$ cat src/rtl/dcache_pkg.sv
// Shared types, field widths and address helpers for the direct-mapped data cache.
package dcache_pkg;

   localparam int TAG_W      = 3;
   localparam int IDX_W      = 3;
   localparam int OFF_W      = 2;
   localparam int NUM_LINES  = 8;
   localparam int LINE_BYTES = 4;
   localparam int LINE_W     = LINE_BYTES * 8;

   typedef enum logic [1:0] {
      IDLE      = 2'd0,
      WRITEBACK = 2'd1,
      FETCH     = 2'd2,
      ALLOC     = 2'd3
   } state_t;

   function automatic logic [TAG_W-1:0] addr_tag(input logic [7:0] a);
      return a[7:5];
   endfunction

   function automatic logic [IDX_W-1:0] addr_idx(input logic [7:0] a);
      return a[4:2];
   endfunction

   function automatic logic [OFF_W-1:0] addr_off(input logic [7:0] a);
      return a[1:0];
   endfunction

endpackage

$ cat src/rtl/dcache_array.sv
// Line storage: data, tag, valid and dirty per line; one write port (line or byte),
// combinational read of the indexed line.
module dcache_array
   import dcache_pkg::*;
(
   input  logic              CLK,
   input  logic              RESET,
   input  logic [IDX_W-1:0]  i_idx,
   input  logic [OFF_W-1:0]  i_off,
   input  logic              i_line_we,
   input  logic              i_byte_we,
   input  logic              i_clr_dirty,
   input  logic [TAG_W-1:0]  i_tag,
   input  logic [LINE_W-1:0] i_line,
   input  logic [7:0]        i_byte,
   output logic [LINE_W-1:0] o_line,
   output logic [TAG_W-1:0]  o_tag,
   output logic              o_valid,
   output logic              o_dirty
);

   logic [LINE_BYTES-1:0][7:0] r_data [NUM_LINES];
   logic [TAG_W-1:0]           r_tag  [NUM_LINES];
   logic [NUM_LINES-1:0]       r_valid;
   logic [NUM_LINES-1:0]       r_dirty;

   // Data and tags keep their contents across reset; only the status bits clear.
   always_ff @(posedge CLK) begin
      if (i_line_we) begin
         r_data[i_idx] <= i_line;
         r_tag[i_idx]  <= i_tag;
      end else if (i_byte_we) begin
         r_data[i_idx][i_off] <= i_byte;
      end
   end

   always_ff @(posedge CLK) begin
      if (RESET) begin
         r_valid <= '0;
         r_dirty <= '0;
      end else if (i_line_we) begin
         r_valid[i_idx] <= 1'b1;
         r_dirty[i_idx] <= 1'b0;
      end else if (i_byte_we) begin
         r_dirty[i_idx] <= 1'b1;
      end else if (i_clr_dirty) begin
         r_dirty[i_idx] <= 1'b0;
      end
   end

   assign o_line  = r_data[i_idx];
   assign o_tag   = r_tag[i_idx];
   assign o_valid = r_valid[i_idx];
   assign o_dirty = r_dirty[i_idx];

endmodule

$ cat src/rtl/dcache_ctrl.sv
// Write-back direct-mapped cache controller: hit detection, CPU stall and the
// writeback / fetch / allocate miss sequence toward block memory.
module dcache_ctrl
   import dcache_pkg::*;
(
   input  logic        CLK,
   input  logic        RESET,
   input  logic        READ,
   input  logic        WRITE,
   input  logic [7:0]  ADDRESS,
   input  logic [7:0]  WRITEDATA,
   output logic [7:0]  READDATA,
   output logic        BUSYWAIT,
   output logic        mem_read,
   output logic        mem_write,
   output logic [5:0]  mem_address,
   output logic [31:0] mem_writedata,
   input  logic [31:0] mem_readdata,
   input  logic        mem_busywait,
   output state_t      o_dbg_state
);

   state_t             r_state;
   logic               r_mem_read;
   logic               r_mem_write;
   logic [LINE_W-1:0]  r_fill;

   logic [TAG_W-1:0]   w_tag;
   logic [IDX_W-1:0]   w_idx;
   logic [OFF_W-1:0]   w_off;
   logic [LINE_W-1:0]  w_line;
   logic [TAG_W-1:0]   w_arr_tag;
   logic               w_valid;
   logic               w_dirty;
   logic               w_hit;
   logic               w_req;
   logic               w_idle_hit;
   logic               w_hit_write;
   logic               w_wb_done;

   assign w_tag = addr_tag(ADDRESS);
   assign w_idx = addr_idx(ADDRESS);
   assign w_off = addr_off(ADDRESS);

   assign w_hit       = w_valid & (w_arr_tag == w_tag);
   assign w_req       = READ | WRITE;
   assign w_idle_hit  = (r_state == IDLE) & w_hit;
   // WRITE wins when both strobes are present, so a combined request stores.
   assign w_hit_write = w_idle_hit & WRITE;
   assign w_wb_done   = (r_state == WRITEBACK) & ~mem_busywait;

   dcache_array u_array (
      .CLK         (CLK),
      .RESET       (RESET),
      .i_idx       (w_idx),
      .i_off       (w_off),
      .i_line_we   (r_state == ALLOC),
      .i_byte_we   (w_hit_write),
      .i_clr_dirty (w_wb_done),
      .i_tag       (w_tag),
      .i_line      (r_fill),
      .i_byte      (WRITEDATA),
      .o_line      (w_line),
      .o_tag       (w_arr_tag),
      .o_valid     (w_valid),
      .o_dirty     (w_dirty)
   );

   always_ff @(posedge CLK) begin
      if (RESET) begin
         r_state     <= IDLE;
         r_mem_read  <= 1'b0;
         r_mem_write <= 1'b0;
      end else begin
         case (r_state)
            IDLE: begin
               if (w_req & ~w_hit) begin
                  if (w_valid & w_dirty) begin
                     r_state     <= WRITEBACK;
                     r_mem_write <= 1'b1;
                  end else begin
                     r_state    <= FETCH;
                     r_mem_read <= 1'b1;
                  end
               end
            end
            WRITEBACK: begin
               if (~mem_busywait) begin
                  r_state     <= FETCH;
                  r_mem_write <= 1'b0;
                  r_mem_read  <= 1'b1;
               end
            end
            FETCH: begin
               if (~mem_busywait) begin
                  r_fill     <= mem_readdata;
                  r_state    <= ALLOC;
                  r_mem_read <= 1'b0;
               end
            end
            ALLOC:   r_state <= IDLE;
            default: r_state <= IDLE;
         endcase
      end
   end

   assign BUSYWAIT      = w_req & ~w_idle_hit;
   assign READDATA      = w_hit ? w_line[{w_off, 3'b000} +: 8] : 8'h00;
   assign mem_read      = r_mem_read;
   assign mem_write     = r_mem_write;
   // The victim's block address comes from the stored tag, not the request.
   assign mem_address   = (r_state == WRITEBACK) ? {w_arr_tag, w_idx} : ADDRESS[7:2];
   assign mem_writedata = w_line;
   assign o_dbg_state   = r_state;

endmodule
$ cat config.mk
export PLATFORM = sky130hd
export DESIGN_NAME = dcache_ctrl
export DESIGN_NICKNAME = d
export VERILOG_FILES = /design/src/rtl/dcache_pkg.sv /design/src/rtl/dcache_array.sv /design/src/rtl/dcache_ctrl.sv
export SDC_FILE = /design/constraint.sdc
export NUM_CORES = 1
export LEC_CHECK = 0
export ABC_CLOCK_PERIOD_IN_PS = 10500
export BUFFER_PORTS_ARGS = -buffer_cell sky130_fd_sc_hd__buf_4
export CORE_MARGIN = 2
export CORE_UTILIZATION = 35
export DETAILED_ROUTE_END_ITERATION = 7
export PLACE_DENSITY_LB_ADDON = 0.1
export SKIP_CTS_REPAIR_TIMING = 1
export SLEW_MARGIN = 20
export SYNTH_ARGS = -nofsm -noshare
export SYNTH_HDL_FRONTEND = slang
export SYNTH_HIERARCHICAL = 1
export SYNTH_SLANG_ARGS = --single-unit
$ cat constraint.sdc
create_clock -name CLK -period 10.5 [get_ports CLK]
set_input_delay 1.575 -clock CLK [delete_from_list [all_inputs] [get_ports CLK]]
set_output_delay 1.575 -clock CLK [all_outputs]
set_load 0.01 [all_outputs]
### Word level (Yosys, flattened, before mapping)

Memories as Yosys holds them, arrays and structs flattened.
Cells that the tools add are included.
W data, S select, Z words.

| cells by class | value |
|---|---|
| order comparisons | 4 |
| equal/unequal tests | 9 |
| shift-type cells | 1 |
| multiplexer cells | 63 |
| bitwise gates (word level) | 48 |
| reductions and logical operators | 10 |

Operator list:

| operator | count |
|---|---|
| $mux W1 | 45 |
| $mux W8 | 5 |
| $or A1 B1 Y1 | 33 |
| $mux W32 | 1 |
| $shiftx A32 B6 Y8 | 1 |
| $demux W8 S2 | 1 |
| $or A8 B8 Y8 | 2 |
| $and A8 B8 Y8 | 1 |
| $mux W2 | 4 |
| $not A8 Y8 | 1 |
| $pmux W2 S4 | 1 |
| $and A1 B1 Y1 | 7 |
| $bmux W1 S3 | 2 |
| $mux W6 | 1 |
| $ne A2 B2 Y1 const B | 3 |
| $reduce_and A3 Y1 | 2 |
| $reduce_bool A3 Y1 | 2 |
| $reduce_and A5 Y1 | 1 |
| $eq A2 B2 Y1 const B | 2 |
| $lt A3 B4 Y1 const B | 1 |
| $ne A2 B1 Y1 const B | 2 |
| $not A1 Y1 | 4 |
| $reduce_and A4 Y1 | 1 |
| $demux W1 S3 | 1 |
| 10 further kinds | 11 |

| storage, ports and cells | value |
|---|---|
| bits in registers | 52 |
| RAM bits | 280 |
| input bits | 53 |
| output and inout port bits | 51 |
| logic and storage cells | 143 |
| memories | 2 |

Memories:

| name | depth | bits a word | rd ports | clocked after memory_dff | write ports | RTL line | text |
|---|---|---|---|---|---|---|---|
| u_array.r_data | 8 | 32 | 1 | 0 | 1 | dcache_array.sv:22 | `logic [LINE_BYTES-1:0][7:0] r_data [NUM_LINES];` |
| u_array.r_tag | 8 | 3 | 1 | 0 | 1 | dcache_array.sv:23 | `logic [TAG_W-1:0] r_tag [NUM_LINES];` |

### Longest topological paths before layout

Gate-level depths: netlist (run 1).

| logic depth | value |
|---|---|
| depth in word-level cells | 9 |
| mapped depth | 14 |
| gate-level depth less buffers | 9 |

### Cells and area by module

Netlist (run 1), hierarchy kept.

By module, submodules not included:

| module | instances | cells an instance | area an instance (um^2) | seq. area each (um^2) |
|---|---|---|---|---|
| dcache_array | 1 | 694 | 12146.6 | 8728.4 |
| dcache_ctrl | 1 | 100 | 1631.6 | 1041.0 |

### Worst setup path after synthesis (run 1)

OpenSTA, ideal clock, no wires.

| timing | value |
|---|---|
| path kind | input to output |
| start point | input ADDRESS[4] |
| end point | output READDATA[0] |
| arrival | 3.346 ns |
| data required time | 8.925 ns |
| path slack | 5.579 ns |
| stages | 8 |
| path buffers | 3 |
| cells stage by stage | buf_2 -> buf_2 -> buf_4 -> mux4_2 -> o22a_1 -> xnor2_1 -> nand4_1 -> nor2b_1 |

| between the ends | value |
|---|---|
| word-level cells in the longest chain between the ends | 4 |
| elaborated cells on any way between the ends | 8 |
| those cells by class | 1 x eq/ne; 1 x shift; 3 x mux; 1 x bitwise; 2 x memory |

Ends and longest elaborated chain:

| item | RTL line | text |
|---|---|---|
| from (decl) | dcache_ctrl.sv:10 | `input logic [7:0] ADDRESS,` |
| $mem_v2 Z8 W3 | -- |  |
| via w_arr_tag[2] | dcache_ctrl.sv:32 | `logic [TAG_W-1:0] w_arr_tag;` |
| $eq A3 B3 Y1 | dcache_ctrl.sv:45 | `assign w_hit = w_valid & (w_arr_tag == w_tag);` |
| $and A1 B1 Y1 | dcache_ctrl.sv:45 |  |
| $mux W8 | dcache_ctrl.sv:108 | `assign READDATA = w_hit ? w_line[{w_off, 3'b000} +: 8] : 8'h00;` |
| to (decl) | dcache_ctrl.sv:12 | `output logic [7:0] READDATA,` |

The timed path passes the listed nets, and every way through them passes these cells. The select of a mux whose other input is x is not followed.

### Final worst setup path (run 1)

| timing | value |
|---|---|
| start point | input ADDRESS[2] |
| end point | output READDATA[4] |

Same word-level chain as after synthesis.

==> results of run 1 <==
## kinds of logic after synthesis
family                     count (synthesis)  share of synthesized area (%)
and+or+nand+nor                          130                          4.922
buffers and inverters                     59                          2.524
DFF                                      332                          70.90
xor gates and xnor gates                   3                         0.1907
muxes                                    154                          15.13
adders and majority gates                  5                         0.4541
AOI/OAI and AO/OA                        111                          5.875
## sequential cells by signal (all words and copies together) (netlist names), named ones only
signal           flops
o_dbg_state          2
u_array/r_valid      8
r_fill              32
u_array/r_tag       24
u_array/r_data     256
mem_write            1
mem_read             1
## worst min-delay path by stage
stage	cells past startpoint	endpoint	startpoint
floorplan	2	u_array/r_valid[0]	u_array/r_valid[0]
global placement	2	u_array/r_valid[6]	u_array/r_valid[6]
detailed placement	2	u_array/r_valid[6]	u_array/r_valid[6]
CTS	2	u_array/r_valid[1]	u_array/r_valid[1]
global route	2	flop	flop
finish	2	u_array/r_valid[1]	u_array/r_valid[1]
## power by group through the flow
stage / combinational [mW] / clock, mW / sequential [mW]
final: 0.299 / 1.24 / 1.51
after CTS: 0.302 / 1.27 / 1.51
after floorplan: 0.175 / 0 / 1.53
after global placement: 0.303 / 0 / 1.54
after detailed placement: 0.301 / 0 / 1.54
after global routing: 0.321 / 1.32 / 1.51
## through the flow
stage	hold slack [ns]	power (mW)	util (%)	setup slack [ns]	cell area (um^2)
after floorplan	0.4361	1.707	-	5.579	13780
after global placement	0.4499	1.839	38.70	3.895	14990
after detailed placement	0.4615	1.837	38.70	3.878	14990
final	0.4788	3.042	41.72	3.811	16160
after CTS	0.4752	3.078	41.70	3.858	16150
after global routing	0.4954	3.152	41.72	3.614	16160
## critical path: cells and delay by family
| family | cells | cell delay, ns |
|---|---|---|
| xor+xnor | 1 | 0.25 |
| buf+inv | 4 | 1.50 |
| simple gates | 3 | 1.32 |
| compound gates | 2 | 0.37 |
## cell type report
cell class,count,area (um^2),share of cell area (%)
Sequential cell,332,9769,60.44
Timing Repair Buffer,117,878.3,5.434
Clock inverter,18,105.1,0.6503
Inverter,8,30.03,0.1858
Tap cell,518,648.1,4.010
Clock buffer,49,1056,6.534
Multi-Input combinational cell,403,3676,22.74
## cell usage in the layout, fill, tap and decap left out, types with 3 or more instances in the layout
| cell type | count |
|---|---|
| nand3_1 | 6 |
| clkbuf_16 | 41 |
| buf_4 | 117 |
| a22o_1 | 4 |
| and3b_1 | 3 |
| o22ai_1 | 6 |
| o22a_1 | 18 |
| mux2i_1 | 71 |
| dfxtp_1 | 20 |
| nor2b_1 | 15 |
| a221o_1 | 4 |
| nor2_2 | 5 |
| a21oi_1 | 17 |
| or3b_2 | 3 |
| a22oi_1 | 10 |
| clkinv_1 | 8 |
| nor3b_1 | 3 |
| a31oi_1 | 9 |
| o21ai_0 | 13 |
| clkinv_2 | 9 |
| nor2_1 | 50 |
| xnor2_1 | 3 |
| ha_1 | 5 |
| nand2_1 | 18 |
| mux4_1 | 12 |
| inv_1 | 8 |
| edfxtp_1 | 312 |
| clkbuf_1 | 8 |
| nor3_2 | 3 |
| nand2b_1 | 3 |
| o221ai_1 | 17 |
| mux4_2 | 23 |
| mux2_2 | 48 |
| nand3b_1 | 5 |
## metal layers
| metal | share of wire [%] | global-route usage (%) |
|---|---|---|
| met2 | 46 | 28.44 |
| met1 | 47 | 27.24 |
| met5 | 0.052 | 0 |
| met4 | 2.4 | 5.579 |
| met3 | 4.9 | 3.047 |
==> impl_metrics.ini, run 1 <==
[sta]
fin_crit_sh_pct = 63.70
drv_slew = 0
max_slew_margin_pct = 21.34
finClkSkew_ns = 0.01424
tightest_slew_ns = 1.176
period_minus_slack_ns = 6.689
setup_tns_ns = 0
rsz0062_at_grt = no
setup_viol = 0
fmax_mhz = 149.5
hold_viol = 0

[setup_path]
r2r_end = u_array/r_data[0][26]
reg2reg_from = u_array/r_tag[7][2]
cp_slowest_cell = nand4_1
crit_required_ns = 8.93
crit_path_end = READDATA[4]
path_cells = buf_4 > buf_4 > nand2_2 > buf_4 > o22a_1 > o221ai_1 > xnor2_1 > nand4_1 > nor2b_1 > buf_4
end_kind = primary output
crit_type = in -> out
crit_top_cell = buf_4
rrSetupSlack_ns = 6.64
cpPeakStageDelay_ns = 0.62
crit_arrival_ns = 5.11
r2r_cells = 8
critPathLaunch = ADDRESS[2]
worstPathMaxFanout = 41
cp-start-kind = input pin

[power]
p_leak_nw = 5.451
p_int_mw = 2.338
p_sw_mw = 0.7033
switching_share_pct = 23.12
clockPowerShare_pct = 40.6
power_frac_comb_pct = 9.8
ir_drop_v = 0.0001013
seq_power_share_pct = 49.6
pwr_density_cell_nw_per_um2 = 188.2

[synthesis]
syn_area_um2 = 13780
ys_top_cells_by_area = edfxtp_1 68%, mux2i_1 5.2%, mux2_2 3.9%, mux4_2 3.8%, dfxtp_1 2.9%
synth_edf_count = 312
ys_seq_area_share_pct = 70.90
yosysTopAreaCell = edfxtp_1
synth_most_common_cell = edfxtp_1
ys_types = 55
ys_warn_count = 6
synth_top_area_share_pct = 68.00
syn_inst = 794
avgSynthCellArea_um2 = 17.35
synth_flop_cell = edfxtp_1
async_flop_share_pct = 0
synthTopCellsByCount = 312 x edfxtp_1, 71 x mux2i_1, 54 x nor2_1, 48 x mux2_2, 23 x mux4_2
syn-num-nets = 852
ys_ff_latch = 332

[layout]
diodes = 0
nNetsFinal = 958
area_delta_synth_final_pct = 17.31
finalNonFillerCells = 1445
layout-drive-gt1-share_pct = 27.51
fillerInstances = 3545

[clocking]
clk_latency_ns = 0.52
clk_path_buf_depth = 3
htree_num_levels = 2
cts_tree = done
cts_root_buffer = clkbuf_16
clk_pin_slew_ns = 0.06
clkSinkCount = 332
numCtsBuffers = 38

[die]
io_pins = 104
die_y_um = 202.4
num_rows = 72
start_util_pct = 35.57
core_area_um2 = 38740
die_w_um = 202.4
die-area_um2 = 40970

[drt]
viasPerCell = 5.304
via_count = 7665
ant_nets = 0
drtIter0Drc = 588
routed_wl_um = 38330
wire_per_inst_um = 26.52
drt_drc_violations_left = 0
first_pass_iters = 4

[grt]
grtUsageTotal_pct = 18.59
overflow = 0
antenna_found_initial = 3
grt_pass1_vias = 7630
grt_pass1_wl_um = 54660
grt_max_degree = 64

[placed_design]
dp_hpwl_um = 25050
post-place-cells = 1378
io_buffers = 103
gp_congestion = 0.7550

[job]
cap_viol_max_count = 0

[status]
run_status = completed

[min_path]
holdCritPathClass = reg -> reg
No activity file was read; power rests on OpenSTA's default activity.
==> run 2, diff against run 1 <==
ABC_AREA = 1   (was default)
ABC_CLOCK_PERIOD_IN_PS = 5550   (was 10500)
clock period = 5.55 ns   (was 10.5 ns; I/O delays follow)
==> run 2 against run 1 <==
Compared with the run above:
- sequential power grew 89%
- setup slack worse by 2.7 ns
- critical path depth grew 3
- first-iteration DRC count grew 38%
- global-route usage is 1.1 points higher
- hold slack got worse by 0.027 ns
- via count is 33% higher
- sequential share of layout area down 3.8 points
- synthesized cell count is 88% higher
- routed wire length increased by 11%
- total power is 100% higher
- combinational power increased by 120%
- critical endpoint unchanged
- largest cell class unchanged
- highest routed layer is now met4
==> impl_metrics.ini, run 2 <==
[sta]
hold_viol = 0
setup_tns_ns = 0
max_slew_margin_pct = 34.67
finClkSkew_ns = 0.01897
setup_viol = 0
rsz0062_at_grt = no
tightest_slew_ns = 0.9697
fin_crit_sh_pct = 80.52
fmax_mhz = 223.8
drv_slew = 0
period_minus_slack_ns = 4.469

[synthesis]
synth_xor_xnor_area_share_pct = 0
synth_most_common_cell = nand2_1
synth_edf_count = 312
synthTopCellsByCount = 827 x nand2_1, 312 x edfxtp_1, 82 x nor2_1, 62 x inv_1, 43 x o21ai_0
async_flop_share_pct = 0
ys_seq_area_share_pct = 66.99
yosysTopAreaCell = edfxtp_1
ys_top_cells_by_area = edfxtp_1 64%, nand2_1 21%, dfxtp_1 2.7%, nor2_1 2.1%, inv_1 1.6%
avgSynthCellArea_um2 = 9.748
synth_flop_cell = edfxtp_1
ys_warn_count = 6
yosys.area_share.simple_pct = 25.32
synthAdderAreaFrac_pct = 0.4290
syn_area_um2 = 14580
syn_inst = 1496
syn-num-nets = 1554
synth.area.mux_share_pct = 0
synth_compound_area_share_pct = 2.909
ys_ff_latch = 332
synth_top_area_share_pct = 64.25
synth_top_family_by_area = simple AND/OR/NAND/NOR gates
ys_types = 30

[clocking]
numCtsBuffers = 38
clkSinkCount = 332
htree_num_levels = 2
clk_latency_ns = 0.53
clk_path_buf_depth = 3
cts_tree = done
clk_pin_slew_ns = 0.06
cts_root_buffer = clkbuf_16

[setup_path]
cp-start-kind = input pin
crit_required_ns = 4.72
end_kind = primary output
crit_arrival_ns = 3.64
worstPathMaxFanout = 59
crit_type = in -> out

[placed_design]
dp_hpwl_um = 28140
gp_congestion = 0.8120
post-place-cells = 2102
io_buffers = 103
place_area_um2 = 15950

[layout]
nNetsFinal = 1668
design_area_um2 = 17260
layout-drive-gt1-share_pct = 14.15
top_regs = u_array/r_data (256), r_fill (32), u_array/r_tag (24)
finalNonFillerCells = 2173
utilization_pct = 42.08
largest_reg_flops = 256
final_cell_mix = 827 x nand2_1, 312 x edfxtp_1, 144 x buf_4, 82 x nor2_1, 62 x inv_1
final_common_cell = nand2_1
area_delta_synth_final_pct = 18.35
largest_register = u_array/r_data

[power]
p_leak_nw = 7.364
seq_power_share_pct = 46.8
power_frac_comb_pct = 10.7
clockPowerShare_pct = 42.5
ir_drop_v = 0.0001905
switching_share_pct = 23.92
p_sw_mw = 1.461
power_mw = 6.110
p_int_mw = 4.649
pwr_density_cell_nw_per_um2 = 354.0

[drt]
routed_wl_um = 42510
ant_nets = 0
drtIter0Drc = 811
wire_per_inst_um = 19.56
viasPerCell = 4.693
drt_drc_violations_left = 0
first_pass_iters = 5
via_count = 10200

[min_path]
holdCritPathClass = reg -> reg

[grt]
grt_pass1_vias = 9632
grtUsageTotal_pct = 19.69
grt_max_degree = 60
grt_pass1_wl_um = 62600
overflow = 0
antenna_found_initial = 3

[die]
core_area_um2 = 41020
die-area_um2 = 43310
die_y_um = 208.1
num_rows = 74
start_util_pct = 35.55
die_w_um = 208.1
io_pins = 104

[job]
cap_viol_max_count = 0

[status]
run_status = completed
## run 2: cell count changes in the layout (fill, tap and decap cells not counted), moves of 30 or more
| cell | previous run | this run |
|---|---|---|
| inv_1 | 8 | 62 |
| o21ai_0 | 13 | 43 |
| mux2_2 | 48 | 0 |
| mux2i_1 | 71 | 0 |
| nand2_1 | 18 | 827 |
| nor2_1 | 50 | 82 |
## run 2: cell families after synthesis
| logic type | count (synthesis) |
|---|---|
| simple gates | 941 |
| flops | 332 |
| buf+inv | 135 |
| compound gates | 83 |
| fa+ha+maj | 5 |
## run 2: worst paths after layout
path,end,startpoint,depth (start not counted),slack [ns]
worst min-delay path,u_array/r_valid[3],u_array/r_valid[3],2,0.45
worst min register to register,u_array/r_valid[3],u_array/r_valid[3],2,0.45
worst max-delay path,READDATA[4],ADDRESS[3],13,1.08
worst max register to register,u_array/r_data[5][1],u_array/r_tag[4][2],17,2.38
## run 2: per-stage QoR
step / setup slack (ns) / hold slack [ns]
2_1_floorplan: 1.976 / 0.4303
3_3_place_gp: 1.159 / 0.4387
3_5_place_dp: 1.084 / 0.4428
4_1_cts: 1.070 / 0.4524
5_1_grt: 0.7978 / 0.4612
6_report: 1.081 / 0.4521
## run 2: power by group through the flow
stage	Sequential, mW	Clock, mW	Combinational, mW
6_report	2.86	2.59	0.654
5_1_grt	2.87	2.76	0.727
4_1_cts	2.86	2.65	0.665
3_5_place_dp	2.92	0	0.662
3_3_place_gp	2.92	0	0.661
2_1_floorplan	2.91	0	0.383
## run 2: worst max-delay path, cell delays in order
cell     delay [ns]
buf_4          0.18
buf_4          0.67
nand2_1        0.21
nor2_2         0.62
nand2_1        0.10
nand2_1        0.09
nor2_1         0.04
nand2_1        0.09
nor2_1         0.06
nor2_1         0.09
o21ai_0        0.18
a21oi_1        0.26
buf_4          0.16
## run 2: area by class of cell
class                   instances  area, um^2
fillers                      4049       23760
clock inverters                24       265.3
clock buffers                  46        1045
flip-flops and latches        332        9769
repair buffers                144        1081
inverters                      65       246.5
diodes                          1       2.502
multi-input cells            1029        4184
well taps                     532       665.6
## run 2: layer usage
layer	vias up	track usage (%)	share of wire, %
li1	5045	-	-
met1	4848	27.63	46
met2	254	31.36	46
met3	51	4.091	6.0
met4	0	4.738	1.8
met5	-	0	0
